==> src/rtl/nibble_accumulator_ctrl.sv <==
// nibble_accumulator_ctrl
// Sums a stream of len nibbles through an external 4-bit adder. The low
// nibble lives in acc and is fed back on adder A. Every adder carry-out
// bumps the upper counter hi, so the result is {hi, acc}. If the total
// overflows CNT_W+4 bits, the result pins to all-ones and sat is raised.
//
// state | meaning
// ------+-------------------------------------------------------------
// IDLE  | waiting for start; the last result and sat stay visible
// ACCUM | accepting nibbles until remaining reaches zero
// DONE  | result presented on sum_out until out_ready is seen
module nibble_accumulator_ctrl #(
    parameter int LEN_W = 8,
    parameter int CNT_W = 4
) (
    input  logic               clk,
    input  logic               rst,
    input  logic               start,
    input  logic [LEN_W-1:0]   len,
    input  logic               in_valid,
    input  logic [3:0]         in_data,
    output logic               in_ready,
    output logic [3:0]         add_a,
    output logic [3:0]         add_b,
    input  logic [3:0]         add_s,
    input  logic               add_c,
    output logic [CNT_W+3:0]   sum_out,
    output logic               out_valid,
    input  logic               out_ready,
    output logic               sat,
    output logic               busy
);

    typedef enum logic [1:0] {
        IDLE  = 2'd0,
        ACCUM = 2'd1,
        DONE  = 2'd2
    } state_t;

    localparam logic [CNT_W-1:0] HI_MAX = '1;
    localparam logic [LEN_W-1:0] LEN_ONE = LEN_W'(1);

    state_t             state;
    state_t             state_nxt;
    logic [3:0]         acc;
    logic [3:0]         acc_nxt;
    logic [CNT_W-1:0]   hi;
    logic [CNT_W-1:0]   hi_nxt;
    logic [LEN_W-1:0]   remaining;
    logic [LEN_W-1:0]   remaining_nxt;
    logic               sat_q;
    logic               sat_nxt;
    logic               accept;
    logic               start_ok;

    // State register.
    always_ff @(posedge clk) begin
        if (rst) begin
            state <= IDLE;
        end else begin
            state <= state_nxt;
        end
    end

    // Next-state and handshake outputs.
    always_comb begin
        state_nxt = state;
        in_ready  = 1'b0;
        out_valid = 1'b0;
        busy      = 1'b0;
        accept    = 1'b0;
        start_ok  = 1'b0;
        case (state)
            IDLE: begin
                start_ok = start;
                if (start) begin
                    // A zero-length request goes straight to DONE with result 0.
                    state_nxt = (len != '0) ? ACCUM : DONE;
                end
            end
            ACCUM: begin
                in_ready = 1'b1;
                busy     = 1'b1;
                accept   = in_valid;
                if (in_valid && (remaining == LEN_ONE)) begin
                    state_nxt = DONE;
                end
            end
            DONE: begin
                out_valid = 1'b1;
                busy      = 1'b1;
                // A start in this cycle is dropped on purpose, even during the handshake.
                if (out_ready) begin
                    state_nxt = IDLE;
                end
            end
            default: begin
                state_nxt = IDLE;
            end
        endcase
    end

    // Datapath next values: clear on start, fold in the adder result on each accept.
    always_comb begin
        acc_nxt       = acc;
        hi_nxt        = hi;
        remaining_nxt = remaining;
        sat_nxt       = sat_q;
        if (start_ok) begin
            acc_nxt       = 4'h0;
            hi_nxt        = '0;
            sat_nxt       = 1'b0;
            remaining_nxt = len;
        end else if (accept) begin
            acc_nxt       = add_s;
            remaining_nxt = remaining - LEN_ONE;
            if (add_c) begin
                if (hi != HI_MAX) begin
                    hi_nxt = hi + CNT_W'(1);
                end else begin
                    sat_nxt = 1'b1;
                end
            end
        end
    end

    // Datapath registers.
    always_ff @(posedge clk) begin
        if (rst) begin
            acc       <= 4'h0;
            hi        <= '0;
            remaining <= '0;
            sat_q     <= 1'b0;
        end else begin
            acc       <= acc_nxt;
            hi        <= hi_nxt;
            remaining <= remaining_nxt;
            sat_q     <= sat_nxt;
        end
    end

    // Adder drive: B is gated to zero unless a nibble is actually being accepted.
    // This also keeps an X on in_data from reaching the adder.
    always_comb begin
        add_a = acc;
        add_b = accept ? in_data : 4'h0;
    end

    // Result view: saturated results read as all-ones.
    always_comb begin
        sum_out = sat_q ? '1 : {hi, acc};
        sat     = sat_q;
    end

endmodule

==> config.mk <==
export PLATFORM = sky130hd
export DESIGN_NAME = nibble_accumulator_ctrl
export DESIGN_NICKNAME = d
export VERILOG_FILES = /design/src/rtl/nibble_accumulator_ctrl.sv
export SDC_FILE = /design/constraint.sdc
export NUM_CORES = 1
export LEC_CHECK = 0
export CAP_MARGIN = 20
export CORE_UTILIZATION = 40
export DETAILED_ROUTE_END_ITERATION = 8
export PLACE_DENSITY = 0.7
export SETUP_SLACK_MARGIN = 0.02
export SLEW_MARGIN = 20
export SYNTH_ARGS = -nofsm -noshare
export SYNTH_HDL_FRONTEND = slang
export SYNTH_SLANG_ARGS = --single-unit
==> constraint.sdc <==
create_clock -name clk -period 5.4 [get_ports clk]
set_clock_uncertainty 0.2 [all_clocks]
set_input_delay 1.08 -clock clk [delete_from_list [all_inputs] [get_ports clk]]
set_output_delay 1.08 -clock clk [all_outputs]
set_load 0.01 [all_outputs]
==> results.json, run 1 <==
{
  "outcome": "complete, no violations",
  "setup_violations": 0,
  "grtUsageTotal": 0.197,
  "numCtsBuffers": 3,
  "synth_warnings": 0,
  "finalCriticalPeriod_ps": 3800,
  "hold_depth": 2,
  "fp.dieH_um": 53.9,
  "chipWidth_um": 53.9,
  "start_kind": "primary input",
  "synth_cell_type_count": 30,
  "clock_latency_ps": 300,
  "crit_path_max_fanout": 11,
  "dieArea_sq_mm": 0.00290,
  "ios": 42,
  "grt_first_pass_wirelength_mm": 4.11,
  "synth_top_cell_by_area": "dfxtp_1",
  "r2r_cells": 6,
  "cts.sink_count": 19,
  "grt_max_degree": 17,
  "syn_area_sq_mm": 0.00108,
  "synth_edf_count": 0,
  "fin_util": 0.612,
  "n_fill_cell": 249,
  "max_slew_margin": 0.676,
  "async_reset_ff_frac": 0,
  "seq_area_frac_synth": 0.353,
  "worstMarginPinSlew_ps": 482,
  "cts_setup_buffers": 0,
  "end_kind": "output pin",
  "yosys-top-cells-count": "19 x dfxtp_1, 14 x nand2_1, 12 x nor2_1",
  "crit_type": "primary input to output pin",
  "hold_buffers": 0,
  "ys_seq_elements": 19,
  "drcViolationCount": 0,
  "cap_viol_max_count": 0,
  "vias": 1036,
  "ant_nets": 0,
  "synth_cells": 130,
  "htreeDepth": 1,
  "slew_violations": 0,
  "drtIter0Drc": 16,
  "fin_nets": 198,
  "hp-class": "flop to flop",
  "crit_required_ps": 4120,
  "tritoncts": "built",
  "hpwl_mm": 2.03,
  "clk_pin_slew_ps": 110,
  "synth_nets": 158,
  "place_congestion": 0.770,
  "viasPerCell": 5.21,
  "finalHoldViolations": 0,
  "worstPathArrival_ps": 2520,
  "routed_wl_mm": 2.67,
  "drt_pass1_iterations": 4,
  "initial_core_util": 0.431,
  "wl_per_cell_um": 13.4,
  "drive_above_1_share": 0.107,
  "yosysMostFrequentCell": "dfxtp_1",
  "n_antenna_cell": 0,
  "synth_area_leaders": "dfxtp_1 35%, ha_1 7.0%, nand2_1 4.9%, xnor2_1 4.9%, or2_2 4.6%",
  "cts_resized": 0,
  "fin_setup_tns_ps": 0,
  "syn_area_per_cell_sq_um": 8.29,
  "peakVddDrop_mv": 0.253,
  "cts_buffer_depth": 2,
  "fmax_mhz": 263,
  "power_density_mw_per_mm2": 342,
  "core.rowCount": 18,
  "p_leak_nw": 0.595,
  "area_growth_pct": 42.0,
  "yosysTopAreaCellShare": 0.353,
  "fin_crit_sh": 0.704,
  "synthFlopType": "dfxtp_1",
  "io_buffers": 41,
  "grt-ovfl-total": 0,
  "coreArea_sq_mm": 0.00250,
  "rsz0062_at_grt": "no",
  "clockRootBuffer": "clkbuf_4",
  "grt_pass1_vias": 963,
  "antenna_found_initial": 0
}
critical path: stages:
cell	delay [ps]
clkdlybuf4s50_1	670
and3_1	230
clkdlybuf4s50_1	540
cell families (layout without fill, tap and decap cells):
family                     count (synthesis)  after routing  synth area share
adders and majority gates                  6              6            0.0697
buffers and inverters                     13             52            0.0453
DFF                                       19             19             0.353
muxes                                      1              1           0.00929
xor gates and xnor gates                   8              8            0.0650
AOI/OAI and AO/OA                         22             22             0.163
and+or+nand+nor                           61             61             0.295
per-stage QoR:
stage / setup slack [ps] / power, mW / hold WS [ps] / cell area [sq um] / cells
floorplan: 2600 / 0.366 / 288 / 1080 / 130
global placement: 1650 / 0.444 / 257 / 1500 / 195
detailed placement: 1620 / 0.451 / 271 / 1500 / 195
CTS: 1610 / 0.527 / 290 / 1530 / 199
global route: 1540 / 0.560 / 336 / 1530 / 199
finish: 1600 / 0.523 / 293 / 1530 / 199
report_power, final:
part	switching, mW	total [mW]	leakage (nW)	internal (mW)
Sequential	0.0298	0.200	0.155	0.170
Combinational	0.125	0.248	0.422	0.123
Clock	0.0471	0.0747	0.0177	0.0277
per-layer routing:
metal,track usage,share of wire
met5,0,0
met4,0.0833,0.0045
met3,0.0282,0.032
met2,0.344,0.49
met1,0.236,0.47
path summary, 6_finish.rpt:
| path | from | to | slack [ps] |
|---|---|---|---|
| setup reg to reg | state[1]$_SDFFE_PP0P_ | remaining[5]$_SDFFE_PP0P_ | 3340 |
| hold reg to reg | add_a[2]$_SDFFE_PP0P_ | add_a[2]$_SDFFE_PP0P_ | 290 |
| setup / recovery | in_valid | add_b[2] | 1600 |
| hold / removal | add_a[2]$_SDFFE_PP0P_ | add_a[2]$_SDFFE_PP0P_ | 290 |
state kept, by name (all words and copies together), names as in the netlist:
name       count
add_a          4
sat            1
state          2
hi             4
remaining      8
layout by cell type, fill, tap and decap left out:
| cell | instances |
|---|---|
| a211o_2 | 1 |
| a211oi_1 | 6 |
| a21oi_1 | 8 |
| a21oi_2 | 1 |
| a22oi_1 | 1 |
| a311oi_1 | 1 |
| a311oi_2 | 1 |
| and2_1 | 1 |
| and3_1 | 6 |
| clkbuf_4 | 3 |
| clkdlybuf4s50_1 | 41 |
| clkinv_2 | 1 |
| dfxtp_1 | 19 |
| ha_1 | 6 |
| inv_1 | 7 |
| mux2i_1 | 1 |
| nand2_1 | 14 |
| nand2b_1 | 3 |
| nand3_1 | 6 |
| nand4bb_1 | 1 |
| nor2_1 | 12 |
| nor3_1 | 4 |
| nor3_2 | 1 |
| nor4_1 | 3 |
| o211ai_1 | 1 |
| o21ai_0 | 1 |
| o41ai_4 | 1 |
| or2_2 | 8 |
| or3_1 | 1 |
| or4_4 | 1 |
| xnor2_1 | 6 |
| xor2_1 | 2 |
layout make-up:
cell class / count / area, sq um / area share
multi-input cells: 98 / 648 / 0.424
repair buffers: 41 / 410 / 0.268
flip-flops and latches: 19 / 380 / 0.249
well taps: 30 / 37.5 / 0.0245
inverters: 7 / 26.3 / 0.0172
clock buffers: 3 / 22.5 / 0.0147
clock inverters: 1 / 5.00 / 0.00327
Note: power is estimated with default switching activity, not from simulation.
==> run 2, diff against run 1 <==
- clock period: 5.4 -> 3.5 ns (I/O delays scaled with it)
==> run 2 against run 1 <==
  * Worst setup slack got worse by 1100 ps
  * Clock power is 47% higher
  * Sequential share of layout area about the same
  * Final cell count unchanged
  * Critical endpoint is now add_b[1]
  * Largest power group unchanged
==> results.json, run 2 (synthesis gave the netlist of run 1 again) <==
{
  "outcome": "complete, no violations",
  "top_register": "remaining",
  "clockRootBuffer": "clkbuf_4",
  "cts_buffer_depth": 2,
  "slew_violations": 0,
  "grt_first_pass_wirelength_mm": 4.06,
  "fin_util": 0.612,
  "drtIter0Drc": 11,
  "crit_path_max_fanout": 11,
  "crit_required_ps": 2600,
  "numCtsBuffers": 3,
  "peakVddDrop_mv": 0.393,
  "finalCriticalPeriod_ps": 3000,
  "n_antenna_cell": 0,
  "drt_pass1_iterations": 4,
  "worstMarginPinSlew_ps": 491,
  "ff_latch_area_sq_um": 380,
  "clk_pin_slew_ps": 110,
  "fp.dieH_um": 53.9,
  "drcViolationCount": 0,
  "fin_setup_tns_ps": 0,
  "layout_common_cells": "41 x clkdlybuf4s50_1, 19 x dfxtp_1, 14 x nand2_1",
  "cts_setup_buffers": 0,
  "grt_pass1_vias": 938,
  "multi_input_area_sq_um": 648,
  "finalInstanceArea_sq_mm": 0.00153,
  "grt_max_degree": 17,
  "fin_nets": 198,
  "io_buffers": 41,
  "coreArea_sq_mm": 0.00250,
  "n_fill_cell": 214,
  "dieArea_sq_mm": 0.00290,
  "vias": 1008,
  "final_common_cell": "clkdlybuf4s50_1",
  "cap_viol_max_count": 0,
  "area_growth_pct": 41.9,
  "clock_latency_ps": 290,
  "hp-class": "flop to flop",
  "wl_per_cell_um": 12.7,
  "chipWidth_um": 53.9,
  "initial_core_util": 0.431,
  "core.rowCount": 18,
  "cts_resized": 0,
  "ant_nets": 0,
  "place_congestion": 0.724,
  "hold_slack_ps": 280,
  "hpwl_mm": 1.99,
  "fin_crit_sh": 0.856,
  "largest_register_ffs": 8,
  "grt-ovfl-total": 0,
  "finalHoldViolations": 0,
  "worstPathArrival_ps": 2100,
  "start_kind": "primary input",
  "max_slew_margin": 0.672,
  "power_density_mw_per_mm2": 522,
  "rsz0062_at_grt": "no",
  "fmax_mhz": 334,
  "grtUsageTotal": 0.195,
  "end_kind": "output pin",
  "routed_wl_mm": 2.52,
  "total_power_uw": 798,
  "hold_buffers": 0,
  "p_leak_nw": 0.593,
  "viasPerCell": 5.07,
  "tritoncts": "built",
  "setup_violations": 0,
  "antenna_found_initial": 0,
  "crit_type": "primary input to output pin",
  "drive_above_1_share": 0.101,
  "place_area_sq_mm": 0.00150,
  "ios": 42,
  "htreeDepth": 1,
  "cts.sink_count": 19
}
[run 2: cell types whose count changed in the layout (fill, tap and decap cells not counted), sizes merged]
cell	previous run	this run
clkbuf	3	4
clkinv	1	0
[run 2: final cells by class]
cell class              instances  share of cell area
multi-input cells              98               0.424
repair buffers                 41               0.268
flip-flops and latches         19               0.249
well taps                      30              0.0245
clock buffers                   4              0.0172
inverters                       7              0.0172
[run 2: per-stage QoR]
| stage | std cells | worst slack, ps |
|---|---|---|
| floorplan | 130 | 1450 |
| global placement | 195 | 510 |
| detailed placement | 195 | 493 |
| CTS | 199 | 489 |
| global route | 199 | 443 |
| finish | 199 | 503 |
[run 2: worst max-delay path, cell delays in order]
cell             delay [ps]
clkdlybuf4s50_1         660
and3_1                  210
clkdlybuf4s50_1         530
[run 2: final timing paths]
path | cells past startpoint | start | endpoint | slack [ps]
setup / recovery | 3 | in_valid | add_b[1] | 500
hold / removal | 2 | add_a[2]$_SDFFE_PP0P_ | add_a[2]$_SDFFE_PP0P_ | 280
setup reg to reg | 6 | state[1]$_SDFFE_PP0P_ | remaining[5]$_SDFFE_PP0P_ | 1410
hold reg to reg | 2 | add_a[2]$_SDFFE_PP0P_ | add_a[2]$_SDFFE_PP0P_ | 280
[run 2: power by group]
part / switching [mW] / total, mW / internal [mW] / leakage (nW)
combinational: 0.191 / 0.380 / 0.189 / 0.422
clock: 0.0652 / 0.110 / 0.0444 / 0.0150
sequential: 0.0454 / 0.308 / 0.263 / 0.155
total: 0.301 / 0.798 / 0.496 / 0.593
[run 2: layer usage]
metal | global-route usage | share of wire | up-vias
li1 | - | - | 528
met1 | 0.232 | 0.45 | 460
met2 | 0.340 | 0.50 | 18
met3 | 0.0593 | 0.046 | 2
met4 | 0.0395 | 0.0052 | 0
met5 | 0 | 0 | -
